**config.mk**
```make
export PLATFORM = sky130hd
export DESIGN_NAME = ram_rr_ctrl
export DESIGN_NICKNAME = d
export VERILOG_FILES = /design/src/rtl/ram_ctrl_pkg.sv /design/src/rtl/ram_bank.sv /design/src/rtl/ram_rr_ctrl.sv
export SDC_FILE = /design/constraint.sdc
export NUM_CORES = 1
export LEC_CHECK = 0
export ABC_CLOCK_PERIOD_IN_PS = 1700
export BUFFER_PORTS_ARGS = -buffer_cell sky130_fd_sc_hd__buf_2
export CORE_ASPECT_RATIO = 2
export CORE_UTILIZATION = 30
export CTS_CLUSTER_DIAMETER = 150
export DETAILED_ROUTE_END_ITERATION = 10
export PLACE_DENSITY = 0.55
export RECOVER_POWER = 100
export SETUP_SLACK_MARGIN = 0.15
export SLEW_MARGIN = 20
export SYNTH_ARGS = -nofsm -noshare
export SYNTH_HDL_FRONTEND = slang
export SYNTH_HIERARCHICAL = 1
export SYNTH_SLANG_ARGS = --single-unit
```
**constraint.sdc**
```tcl
create_clock -name clk -period 1.7 [get_ports clk]
set_input_delay 0.085 -clock clk [delete_from_list [all_inputs] [get_ports clk]]
set_output_delay 0.085 -clock clk [all_outputs]
set_load 0.005 [all_outputs]
```
**src/rtl/ram_ctrl_pkg.sv**
```systemverilog
// ram_ctrl_pkg: shared definitions for the round-robin RAM controller.
//   - FSM state encoding (IDLE / ACC / RESP)
//   - transaction direction encoding (write / read)
//   - default word and address widths
package ram_ctrl_pkg;

  typedef enum logic [1:0] {
    ST_IDLE = 2'd0,
    ST_ACC  = 2'd1,
    ST_RESP = 2'd2
  } state_t;

  localparam logic RW_WRITE = 1'b1;
  localparam logic RW_READ  = 1'b0;

  localparam int DEF_DW = 8;
  localparam int DEF_AW = 2;

endpackage

```
**src/rtl/ram_bank.sv**
```systemverilog
// ram_bank: 2**AW x DW word store.
//   clk   : system clock
//   clr   : synchronous active-high clear, zeroes every word (wins over we)
//   we    : write enable, word at addr takes wdata at the rising edge
//   addr  : word address
//   wdata : write data
//   rdata : combinational read of the word at addr
module ram_bank
  import ram_ctrl_pkg::*;
#(
  parameter int DW = DEF_DW,
  parameter int AW = DEF_AW
) (
  input  logic          clk,
  input  logic          clr,
  input  logic          we,
  input  logic [AW-1:0] addr,
  input  logic [DW-1:0] wdata,
  output logic [DW-1:0] rdata
);

  localparam int DEPTH = 2 ** AW;

  logic [DW-1:0] mem_q [DEPTH];
  logic [DW-1:0] mem_d [DEPTH];

  always_comb begin
    for (int i = 0; i < DEPTH; i++) begin
      mem_d[i] = mem_q[i];
    end
    if (we) begin
      mem_d[addr] = wdata;
    end
  end

  always_ff @(posedge clk) begin
    for (int i = 0; i < DEPTH; i++) begin
      if (clr) begin
        mem_q[i] <= '0;
      end else begin
        mem_q[i] <= mem_d[i];
      end
    end
  end

  assign rdata = mem_q[addr];

endmodule

```
**src/rtl/ram_rr_ctrl.sv**
```systemverilog
// ram_rr_ctrl: two-requester round-robin arbiter and sequencer in front of
// a ram_bank. Each transaction runs IDLE -> ACC -> RESP -> IDLE.
//   clk, clr                      : clock, synchronous active-high reset
//   req_x, rw_x, addr_x, data_x   : requester x (a/b) level request,
//                                   direction (1 = write), address, write data
//   gnt_x                         : requester x owns the bank (ACC and RESP)
//   done_x                        : one-cycle completion pulse (RESP)
//   o                             : read data during a read's RESP, else 0
//   busy                          : FSM not in IDLE
module ram_rr_ctrl
  import ram_ctrl_pkg::*;
#(
  parameter int DW = DEF_DW,
  parameter int AW = DEF_AW
) (
  input  logic          clk,
  input  logic          clr,
  input  logic          req_a,
  input  logic          rw_a,
  input  logic [AW-1:0] addr_a,
  input  logic [DW-1:0] data_a,
  input  logic          req_b,
  input  logic          rw_b,
  input  logic [AW-1:0] addr_b,
  input  logic [DW-1:0] data_b,
  output logic          gnt_a,
  output logic          gnt_b,
  output logic          done_a,
  output logic          done_b,
  output logic [DW-1:0] o,
  output logic          busy
);

  state_t        state_q, state_d;
  logic          own_b_q, own_b_d;     // current owner: 1 = B, 0 = A
  logic          last_b_q, last_b_d;   // last winner:   1 = B, 0 = A
  logic          rw_q, rw_d;
  logic [AW-1:0] addr_q, addr_d;
  logic [DW-1:0] wdata_q, wdata_d;
  logic [DW-1:0] rdata_q, rdata_d;

  logic          win_b;
  logic          bank_we;
  logic [DW-1:0] bank_rdata;

  // B wins when it is the only requester, or on a tie when A won last time.
  assign win_b = req_b & (~req_a | ~last_b_q);

  // State register
  always_ff @(posedge clk) begin
    if (clr) begin
      state_q  <= ST_IDLE;
      own_b_q  <= 1'b0;
      last_b_q <= 1'b1;
    end else begin
      state_q  <= state_d;
      own_b_q  <= own_b_d;
      last_b_q <= last_b_d;
    end
  end

  // Next-state logic
  always_comb begin
    state_d  = state_q;
    own_b_d  = own_b_q;
    last_b_d = last_b_q;
    unique case (state_q)
      ST_IDLE: begin
        if (req_a | req_b) begin
          state_d  = ST_ACC;
          own_b_d  = win_b;
          last_b_d = win_b;
        end
      end
      ST_ACC:  state_d = ST_RESP;
      ST_RESP: state_d = ST_IDLE;
      default: state_d = ST_IDLE;
    endcase
  end

  // Output logic
  always_comb begin
    gnt_a   = 1'b0;
    gnt_b   = 1'b0;
    done_a  = 1'b0;
    done_b  = 1'b0;
    o       = '0;
    busy    = (state_q != ST_IDLE);
    bank_we = 1'b0;
    unique case (state_q)
      ST_ACC: begin
        gnt_a   = ~own_b_q;
        gnt_b   = own_b_q;
        bank_we = (rw_q == RW_WRITE);
      end
      ST_RESP: begin
        gnt_a  = ~own_b_q;
        gnt_b  = own_b_q;
        done_a = ~own_b_q;
        done_b = own_b_q;
        if (rw_q == RW_READ) begin
          o = rdata_q;
        end
      end
      default: ;
    endcase
  end

  // Transaction latch and read capture. These hold data only, so they are
  // not reset; o is forced to 0 outside RESP by the output logic.
  always_comb begin
    rw_d    = rw_q;
    addr_d  = addr_q;
    wdata_d = wdata_q;
    rdata_d = rdata_q;
    if ((state_q == ST_IDLE) && (req_a | req_b)) begin
      rw_d    = win_b ? rw_b   : rw_a;
      addr_d  = win_b ? addr_b : addr_a;
      wdata_d = win_b ? data_b : data_a;
    end
    if (state_q == ST_ACC) begin
      rdata_d = bank_rdata;
    end
  end

  always_ff @(posedge clk) begin
    rw_q    <= rw_d;
    addr_q  <= addr_d;
    wdata_q <= wdata_d;
    rdata_q <= rdata_d;
  end

  // A clr at the end of ACC wins inside the bank, so an in-flight write
  // is dropped and the word reads back as 0.
  ram_bank #(
    .DW (DW),
    .AW (AW)
  ) u_bank (
    .clk   (clk),
    .clr   (clr),
    .we    (bank_we),
    .addr  (addr_q),
    .wdata (wdata_q),
    .rdata (bank_rdata)
  );

endmodule

```
Word level (Yosys, flattened, before mapping)

Memories as Yosys holds them, arrays and structs flattened. A register that Yosys moved wholly into a read port is not among the register bits.
Cells that the tools add are included.

Output and inout bits: 13
Logic and storage cells: 52
Bits of input ports: 26
Memory bits (writable): 32
Memories kept: 1
Bits in registers: 15

Memory list:

| name         | depth | width | rd ports | clocked after memory_dff | write ports | RTL line       | text |
|---|---|---|---|---|---|---|---|
| u_bank.mem_q | 4     | 8     | 5        | 1                        | 4           | ram_bank.sv:24 | `logic [DW-1:0] mem_q [DEPTH];` |

Bitwise operators: 11
Muxes and demuxes: 23
Reductions and logical operators: 6
Magnitude comparators: 2
Equal/unequal tests: 3

Operators by type and width:

| kind                                                     | count |
|---|---|
| two-way mux 8 bit                                        | 8 |
| bitwise mux 32 bit                                       | 1 |
| two-way mux 32 bit                                       | 1 |
| demux 8 bit (select 2 bit)                               | 1 |
| two-way mux 1 bit                                        | 9 |
| bitwise OR 1 bit                                         | 6 |
| two-way mux 2 bit                                        | 2 |
| case mux 2 bit (2 select lines)                          | 1 |
| greater-or-equal comparator 3 bit, second input constant | 1 |
| < comparator 3 x 1 -> 1 bit, second input constant       | 1 |
| NOT 1 bit                                                | 3 |
| NOT 2 -> 3 bit                                           | 1 |
| == test 2 x 1 -> 1 bit, second input constant            | 1 |
| == test 2 bit, second input constant                     | 1 |
| logical AND 1 bit                                        | 2 |
| logical NOT 2 bit                                        | 1 |
| != test 2 x 1 -> 1 bit, second input constant            | 1 |
| AND reduction 2 bit                                      | 1 |
| nonzero test 2 bit                                       | 1 |
| OR reduction 2 bit                                       | 1 |
| AND 1 bit                                                | 1 |

Longest topological paths before layout

Gate-level depths: netlist (run 1).

Word-level depth: 8
Mapped depth: 6
Mapped depth without buffers: 5

Modules after synthesis

Netlist (run 1), hierarchy kept.

Modules (own cells, without submodules):

| module      | sequential area each (sq um) | instances | area an instance (sq um) | cells an instance |
|---|---|---|---|---|
| ram_bank    | 640.6                        | 1         | 1522.7                   | 127 |
| ram_rr_ctrl | 650.6                        | 1         | 1087.3                   | 73 |

Worst setup path before layout (run 1)

OpenSTA, ideal clock, no wires.

Kind: register to register
From: register state_q[1]
To: memory u_bank/mem_q[0][1] (netlist bit)
Data required time: 1.580 ns
Arrival: 1.603 ns
Path buffers: 1
Setup time: 0.120 ns
Period minus slack after synthesis: 1.722 ns
Cell stages (with the launch flop): 7
Path slack: -0.022 ns
Path through: dfxtp_1 > inv_1 > ha_1 > and2_1 > or3b_1 > buf_6 > mux2i_1

RTL lines:

| element                | RTL line          | text |
|---|---|---|
| start, declared        | ram_rr_ctrl.sv:34 | `state_t state_q, state_d;` |
| start signal, assigned | ram_rr_ctrl.sv:56 | `state_q <= state_d;` |
| end, declared          | ram_bank.sv:24    |  |

Worst setup path in the final report (run 1)

From: register addr_q[1]
To: register rdata_q[6] (read register of u_bank.mem_q) (data pin)

RTL lines:

| element                | RTL line           | text |
|---|---|---|
| start, declared        | ram_rr_ctrl.sv:38  | `logic [AW-1:0] addr_q, addr_d;` |
| start signal, assigned | ram_rr_ctrl.sv:128 | `addr_q <= addr_d;` |
| end, declared          | ram_rr_ctrl.sv:40  | `logic [DW-1:0] rdata_q, rdata_d;` |

No word-level cell between the ends.

==> impl_metrics.toml, run 1 <==
[clock_tree]
clockBufferDepth = 2
clock_latency_ns = 0.29
clockRootBuffer = "clkbuf_16"
clock-sinks = 55
hold_buffers = 0
htree_num_levels = 2
cts_tree = "yes"
clk_pin_slew_ns = 0.07
numCtsBuffers = 5

[floorplanning]
start_util = 0.313
die_x_um = 68.0
fp.dieArea_sq_um = 9100
pin_count = 39
coreArea_sq_um = 8350
fp.dieH_um = 134
fp-row-count = 47

[global_routing]
grt_max_degree = 45
gr-total-overflow = 0
antenna_found_initial = 0
grt_pass1_wl_um = 8120
grt_usage = 0.123
grt_pass1_vias = 1639

[power]
ir_drop_v = 0.000640
power_density_nw_per_um2 = 1020
p_leak_nw = 1.34

[finish]
diodes = 0
syn2layout_area_growth_pct = 19.2
post-route-cell-area_sq_um = 3110
layout-drive-gt1-share = 0.316
fin_nets = 278
fin_util = 0.372

[timing]
maxSlewHeadroom = 0.576
hold_viol = 0
max_slew.worst_pin.slew_ns = 0.637
drv_slew = 0
rsz0062_at_grt = "false"
finalSetupViolCount = 0
timing.final.crit_share = 0.885
fin_crit_ns = 1.50
fin_hold_ws_ns = 0.0772
fin_skew_ns = 0.00472
clock.fmax_ghz = 0.665
finalSetupTns_ns = 0

[routing]
via_per_inst = 4.54
drtIter0Drc = 32
wire_per_inst_um = 14.2
highest_layer = "met4"
drc = 0
num_vias = 1567
totalWireLength_um = 4890
met2_length_um = 2750
met1Wirelength_um = 1890
firstDrtPassIters = 3
antenna_left = 0
wl_met3_um = 133

[synthesis]
syn-num-nets = 232
netlist_instances = 200
synth_seq_cells = 55
post_synth.cell_area_avg_sq_um = 13.1
yosys.cell_types.count = 28
yosysSeqAreaShare = 0.495
syn-cell-area_sq_um = 2610
async_flop_share = 0
synth_enable_flop_cells = 19
synth_top_flop_cell = "dfxtp_1"
ys_warn_count = 6

[critical_path]
endpoint_kind = "flip-flop"
cp-start-kind = "flip-flop"
crit_type = "reg -> reg"
worstPathArrival_ns = 1.54
worstPathRequired_ns = 1.74
cp_max_fo = 14

[run]
cap_violations = 0

[place]
io_buffers = 38
dpl-instance-area_sq_um = 2950
gp_congestion = 0.718
dp_hpwl_um = 3580

[hold_path]
hold_class = "in -> reg"

[outcome]
outcome = "completed"
-- power by group --
part           switching, mW  leakage [nW]  internal (mW)
clock network          0.451        0.0893          0.785
registers             0.0492         0.476           1.47
logic                  0.205         0.772          0.203
total                  0.706          1.34           2.46
-- cell families after synthesis --
kind of cell	after synthesis	share of synthesized area
flip-flops	55	0.495
buffers and inverters	13	0.0297
AND/OR/NAND/NOR	71	0.179
adder cells (fa/ha/maj)	6	0.0288
multiplexers	53	0.261
AO/OA/AOI/OAI	2	0.00671
-- worst paths after layout --
path,startpoint,endpoint,slack [ns],depth (start not counted)
max,addr_q[1],rdata_q[6],0.20,2
min,data_a[6],wdata_q[6],0.08,2
max reg2reg,addr_q[1],rdata_q[6],0.20,2
min reg2reg,u_bank/mem_q[1][2],u_bank/mem_q[1][2],0.47,2
-- metal layers --
layer | track usage | vias up
li1 | - | 788
met1 | 0.129 | 737
met2 | 0.222 | 36
met3 | 0.0204 | 6
met4 | 0.0625 | 0
met5 | 0 | -
-- worst max-delay path, cell delays in order (launching register included) --
cell	delay (ns)
edfxtp_1	0.32
clkbuf_2	0.37
mux4_2	0.56
-- cells in the final DEF, fill, tap and decap left out, types with 3 or more instances in the layout --
cell / Yosys / final
nor2_1: 6 / 6
ha_1: 6 / 5
nand2_1: 3 / 3
mux4_2: 8 / 8
edfxtp_1: 19 / 19
buf_2: 2 / 33
mux2_1: 0 / 8
or2b_2: 8 / 8
clkbuf_16: 0 / 6
mux2i_1: 34 / 34
buf_4: 1 / 7
or2b_1: 4 / 4
nand2b_1: 28 / 28
clkbuf_1: 4 / 6
dfxtp_1: 36 / 35
and2_1: 10 / 8
-- synth_stat cells (2+ instances only) --
cell type  count  area, sq um
nand2_1        3         11.3
nor2b_1        3         18.8
clkbuf_1       4         15.0
and2_1        10         62.6
mux4_2         8          180
ha_1           6         75.1
dfxtp_1       36          721
buf_2          2         10.0
mux2_4        10          150
or2b_1         4         30.0
nor2_1         6         22.5
or2b_2         8         70.1
inv_1          3         11.3
edfxtp_1      19          571
mux2i_1       34          340
buf_6          3         33.8
nor3b_1        2         15.0
nand2b_1      28          175
nand3b_1       2         15.0
-- flip-flops by register name, summed over array words and instances (netlist names) --
register      cells
addr_q            2
last_b_q          1
own_b_q           1
rdata_q           8
rw_q              1
state_q           2
u_bank/mem_q     32
wdata_q           8
-- what timing repair did --
item,CTS,global route
pin swaps,0,1
resized for setup,4,5
endpoints found under the setup margin,15,38
cloned,0,0
buffers inserted,0,2
-- cell type report --
class                      instances  area, sq um
multi-input combinational        132         1230
clock inverter                     1         30.0
clock buffer                       7          154
inverter                           3         13.8
timing repair buffer              49          260
sequential                        55         1290
tap                               98          123
fill                             848         5240
-- through the flow --
step / worst slack, ns / total power, mW / std cells
finish: 0.196 / 3.17 / 345
global route: 0.0877 / 3.32 / 345
CTS: 0.0898 / 3.25 / 343
detailed placement: 0.0913 / 1.99 / 335
global placement: 0.101 / 1.99 / 335
floorplan: 0.168 / 1.84 / 200
(Power assumes the default switching activity.)
==> run 2: changes to the inputs <==
--- a/config.mk
+++ b/config.mk
@@ -5,13 +5,13 @@
 export SDC_FILE = /design/constraint.sdc
 export NUM_CORES = 1
 export LEC_CHECK = 0
-export ABC_CLOCK_PERIOD_IN_PS = 1700
+export ABC_CLOCK_PERIOD_IN_PS = 1950
 export BUFFER_PORTS_ARGS = -buffer_cell sky130_fd_sc_hd__buf_2
 export CORE_ASPECT_RATIO = 2
 export CORE_UTILIZATION = 30
 export CTS_CLUSTER_DIAMETER = 150
 export DETAILED_ROUTE_END_ITERATION = 10
-export PLACE_DENSITY = 0.55
+export PLACE_DENSITY = 0.53
 export RECOVER_POWER = 100
 export SETUP_SLACK_MARGIN = 0.15
 export SLEW_MARGIN = 20
==> constraint.sdc (replaced) <==
create_clock -name clk -period 1.95 [get_ports clk]
set_input_delay 0.0975 -clock clk [delete_from_list [all_inputs] [get_ports clk]]
set_output_delay 0.0975 -clock clk [all_outputs]
set_load 0.1 [all_outputs]
==> run 2 against run 1 <==
  * Sequential share of layout area is 0.47 points lower
  * First-iteration DRC count is 38% lower
  * Worst hold slack improved by 0.0082 ns
  * Clock power is 19% lower
  * Wire length shrank 5.0%
  * Clock skew is 0.00077 ns lower
  * Power is 11% lower
  * Design area increased by 0.84%
  * Highest routed layer unchanged
==> impl_metrics.toml, run 2 (synthesis results as in run 1) <==
[clock_tree]
clock-sinks = 55
hold_buffers = 0
numCtsBuffers = 5
cts_tree = "yes"
clockBufferDepth = 2
clk_pin_slew_ns = 0.07
clockRootBuffer = "clkbuf_16"
htree_num_levels = 2
clock_latency_ns = 0.29

[floorplanning]
coreArea_sq_um = 8350
die_x_um = 68.0
fp-row-count = 47
pin_count = 39
fp.dieArea_sq_um = 9100
fp.dieH_um = 134
start_util = 0.313

[timing]
finalSetupViolCount = 0
finalSetupTns_ns = 0
maxSlewHeadroom = 0.591
clock.fmax_ghz = 0.571
rsz0062_at_grt = "false"
fin_crit_ns = 1.75
max_slew.worst_pin.slew_ns = 0.614
drv_slew = 0
fin_skew_ns = 0.00395
hold_viol = 0
timing.final.crit_share = 0.898

[hold_path]
hold_class = "in -> reg"
hold_end = "wdata_q[1]"
hold_start = "data_a[1]"
min_path_cells = 2

[finish]
syn2layout_area_growth_pct = 20.2
regMostFlops = "u_bank/mem_q"
biggestRegsByFlops = "u_bank/mem_q: 32 flops, rdata_q: 8 flops, wdata_q: 8 flops"
final_common_cell = "dfxtp_1"
fin_nets = 274
layout_common_cells = "dfxtp_1, mux2i_1, nand2b_1, buf_2, edfxtp_1"
nFillCells = 845
seq_area_sq_um = 1290
multi_input_area_sq_um = 1220
fin_cells = 341
diodes = 0
largest_reg_flops = 32
layout-drive-gt1-share = 0.309
fin_util = 0.376

[routing]
num_vias = 1548
firstDrtPassIters = 2
via_per_inst = 4.54
drtIter0Drc = 20
drc = 0
antenna_left = 0
wire_per_inst_um = 13.6
totalWireLength_um = 4650

[place]
dpl.cell_count = 333
io_buffers = 38
gp_congestion = 0.728
dp_hpwl_um = 3500

[critical_path]
cp_max_fo = 4
worstPathArrival_ns = 1.65
endpoint_kind = "output pin"
max_stage_delay_ns = 0.45
path_delay_family = "buffers and inverters"
crit_path_cell_trace = "inv_1 -> ha_1 -> and2_1 -> clkbuf_2"
r2r_slack_ns = 0.27
regToRegStartpoint = "state_q[1]"
worstPathRequired_ns = 1.85
path_buf_inv = 2
crit_type = "reg -> out"
r2r_cells = 5
cp-start-kind = "flip-flop"
critPathSlowestCell = "clkbuf_2"
r2r-end = "u_bank/mem_q[0][1]"
worst-path-stages = 4

[global_routing]
grt_pass1_vias = 1596
gr-total-overflow = 0
grt_usage = 0.118
grt_max_degree = 45
grt_pass1_wl_um = 7770
antenna_found_initial = 0

[power]
power_density_nw_per_um2 = 898
ir_drop_v = 0.000731
p_leak_nw = 1.34

[outcome]
outcome = "completed"

[run]
cap_violations = 0
-- run 2: changes by cell type in the layout (fill, tap and decap cells not counted), sizes merged --
cell | previous run | this run
buf | 41 | 35
clkinv | 0 | 2
-- run 2: layout make-up --
cell class / instances / area share
clock buffers: 5 / 0.0399
clock inverters: 3 / 0.0140
inverters: 3 / 0.00359
multi-input cells: 132 / 0.389
flip-flops and latches: 55 / 0.412
well taps: 98 / 0.0391
repair buffers: 45 / 0.103
-- run 2: report_power, final --
group	total (mW)	internal (mW)	switching, mW
clock network	1.01	0.606	0.407
registers	1.33	1.28	0.0457
logic	0.475	0.181	0.294
-- run 2: how the worst max path moves through the flow --
stage / startpoint / endpoint / slack (ns)
CTS: state_q[0] / o[5] / 0.20
floorplan: state_q[0] / addr_q[0] / 0.15
global route: state_q[0] / o[0] / 0.08
global placement: state_q[1] / u_bank/mem_q[0][3] / 0.28
detailed placement: state_q[1] / u_bank/mem_q[0][3] / 0.24
finish: state_q[0] / gnt_b / 0.20
-- run 2: what timing repair did --
| item | CTS | global route |
|---|---|---|
| endpoints found under the hold margin | 0 | 0 |
| endpoints found under the setup margin | 0 | 15 |
| buffers inserted | 0 | 0 |
| resized for setup | 0 | 4 |
-- run 2: metal layers --
metal / global-route usage / wire length [um] / vias to the layer above / part of all wire
li1: - / - / 777 / -
met2: 0.211 / 2630 / 32 / 0.57
met1: 0.120 / 1760 / 732 / 0.38
met5: 0 / 0 / - / 0
met3: 0.0255 / 137 / 7 / 0.029
met4: 0.0625 / 119 / 0 / 0.026
-- run 2: stage by stage --
| stage | cell area [sq um] | hold WS (ns) | setup WS [ns] | total power, mW |
|---|---|---|---|---|
| after CTS | 3210 | 0.0888 | 0.198 | 2.89 |
| after global routing | 3140 | 0.0809 | 0.0849 | 2.95 |
| after detailed placement | 3040 | 0.401 | 0.236 | 1.87 |
| after global placement | 3040 | 0.396 | 0.275 | 1.86 |
| after floorplan | 2620 | 0.170 | 0.151 | 1.73 |
| final | 3140 | 0.0854 | 0.199 | 2.82 |
-- run 2: worst register-to-register path, stage by stage (launching register included) --
cell,delay [ns]
dfxtp_1,0.34
inv_1,0.13
ha_1,0.17
and2_0,0.30
or3b_4,0.49
mux2i_1,0.14
==> run 3: changes to the inputs <==
--- a/config.mk
+++ b/config.mk
@@ -6,14 +6,14 @@
 export NUM_CORES = 1
 export LEC_CHECK = 0
 export ABC_CLOCK_PERIOD_IN_PS = 1950
-export BUFFER_PORTS_ARGS = -buffer_cell sky130_fd_sc_hd__buf_2
 export CORE_ASPECT_RATIO = 2
 export CORE_UTILIZATION = 30
 export CTS_CLUSTER_DIAMETER = 150
 export DETAILED_ROUTE_END_ITERATION = 10
-export PLACE_DENSITY = 0.53
+export DONT_BUFFER_PORTS = 1
+export PLACE_DENSITY = 0.5
 export RECOVER_POWER = 100
-export SETUP_SLACK_MARGIN = 0.15
+export SETUP_SLACK_MARGIN = 0.02
 export SLEW_MARGIN = 20
 export SYNTH_ARGS = -nofsm -noshare
 export SYNTH_HDL_FRONTEND = slang
==> run 3 against run 2 <==
  * Register-to-register slack worse by 0.10 ns
  * Power decreased by 6.3%
  * Wire length down 0.58%
  * Clock power down 14%
  * Sequential cell count unchanged
  * First-iteration DRC count grew 5.0%
  * Worst hold slack worse by 0.083 ns
==> impl_metrics.toml, run 3 (synthesis results as in run 1) <==
[timing]
rsz0062_at_grt = "false"
maxSlewHeadroom = 0.638
fin_hold_ws_ns = 0.00200
hold_viol = 0
fin_crit_ns = 1.79
timing.final.crit_share = 0.917
fin_skew_ns = 0.00335
clock.fmax_ghz = 0.559
finalSetupViolCount = 0
finalSetupTns_ns = 0
drv_slew = 0
max_slew.worst_pin.slew_ns = 0.545

[critical_path]
worstPathArrival_ns = 1.69
critPathSlowestCell = "clkbuf_2"
cp_max_fo = 4
cp-start-kind = "flip-flop"
max_stage_delay_ns = 0.45
path_buf_inv = 2
crit_type = "reg -> out"
path_delay_family = "buffers and inverters"
worstPathRequired_ns = 1.85
endpoint_kind = "output pin"
r2r_slack_ns = 0.17
crit_path_cell_trace = "inv_1 -> ha_1 -> nor2b_2 -> clkbuf_2"

[clock_tree]
numCtsBuffers = 5
htree_num_levels = 2
clock-sinks = 55
clk_pin_slew_ns = 0.07
clockRootBuffer = "clkbuf_16"
cts_resized = 0
clock_latency_ns = 0.30
clockBufferDepth = 2
cts_tree = "yes"

[place]
dp_hpwl_um = 3290
gp_congestion = 0.741
io_buffers = 0

[floorplanning]
die_x_um = 68.0
coreArea_sq_um = 8350
fp-row-count = 47
start_util = 0.313
fp.dieH_um = 134
pin_count = 39
fp.dieArea_sq_um = 9100

[global_routing]
grt_usage = 0.115
gr-total-overflow = 0
grt_pass1_wl_um = 7480
antenna_found_initial = 0
grt_pass1_vias = 1483
grt_max_degree = 37

[routing]
drc = 0
wire_per_inst_um = 14.4
num_vias = 1468
drtIter0Drc = 21
antenna_left = 0
firstDrtPassIters = 4
totalWireLength_um = 4620
via_per_inst = 4.57

[finish]
diodes = 0
layout-drive-gt1-share = 0.220
biggestRegsByFlops = "u_bank/mem_q: 32 flops, rdata_q: 8 flops, wdata_q: 8 flops"
layout_common_cells = "dfxtp_1, mux2i_1, nand2b_1, edfxtp_1, and2_1"
fin_util = 0.351
largest_reg_flops = 32
final_common_cell = "dfxtp_1"
syn2layout_area_growth_pct = 12.2
regMostFlops = "u_bank/mem_q"
fin_nets = 254

[power]
p_leak_nw = 1.21
ir_drop_v = 0.000761
p_total_mw = 2.64
power_density_nw_per_um2 = 901

[outcome]
outcome = "completed"

[hold_path]
hold_class = "in -> reg"

[run]
cap_violations = 0
-- run 3: area by class of cell --
cell class,count,area [sq um]
Fill cell,858,5420
Timing Repair Buffer,25,145
Clock inverter,2,12.5
Multi-Input combinational cell,132,1220
Inverter,3,11.3
Clock buffer,6,129
Tap cell,98,123
Sequential cell,55,1290
-- run 3: path summary, 6_finish.rpt --
check                     start            endpoint  depth (start not counted)
max                  state_q[0]               gnt_a                          4
min                   data_a[1]          wdata_q[1]                          1
max reg2reg          state_q[1]  u_bank/mem_q[0][3]                          5
min reg2reg  u_bank/mem_q[1][4]  u_bank/mem_q[1][4]                          2
-- run 3: where the power goes --
| part | total (mW) | switching [mW] | leakage (nW) | internal, mW |
|---|---|---|---|---|
| Sequential | 1.32 | 0.0393 | 0.476 | 1.28 |
| Clock | 0.873 | 0.398 | 0.0669 | 0.475 |
| Combinational | 0.444 | 0.291 | 0.671 | 0.153 |
| Total | 2.64 | 0.729 | 1.21 | 1.91 |
-- run 3: through the flow --
step | worst slack [ns] | cells | instance area [sq um]
2_1_floorplan | 0.0512 | 200 | 2620
3_5_place_dp | 0.203 | 311 | 2950
6_report | 0.162 | 321 | 2930
3_3_place_gp | 0.277 | 311 | 2950
4_1_cts | 0.200 | 321 | 3110
5_1_grt | 0.0766 | 321 | 2930
-- run 3: what timing repair did --
item / CTS / global route
buffers inserted: 0 / 0
hold buffers: 2 / 0
endpoints found under the hold margin: 36 / 0
-- run 3: routing by layer --
metal  part of all wire  track usage  vias up
li1                   -            -      737
met5                  0            0        -
met2               0.56        0.208       39
met4              0.024       0.0590        0
met1               0.38        0.118      687
met3              0.038       0.0204        5
-- run 3: worst register-to-register path, cell delays in order (launching register included) --
cell,delay [ns]
dfxtp_1,0.34
inv_1,0.13
ha_1,0.18
and2_0,0.28
or3b_1,0.55
mux2i_1,0.18
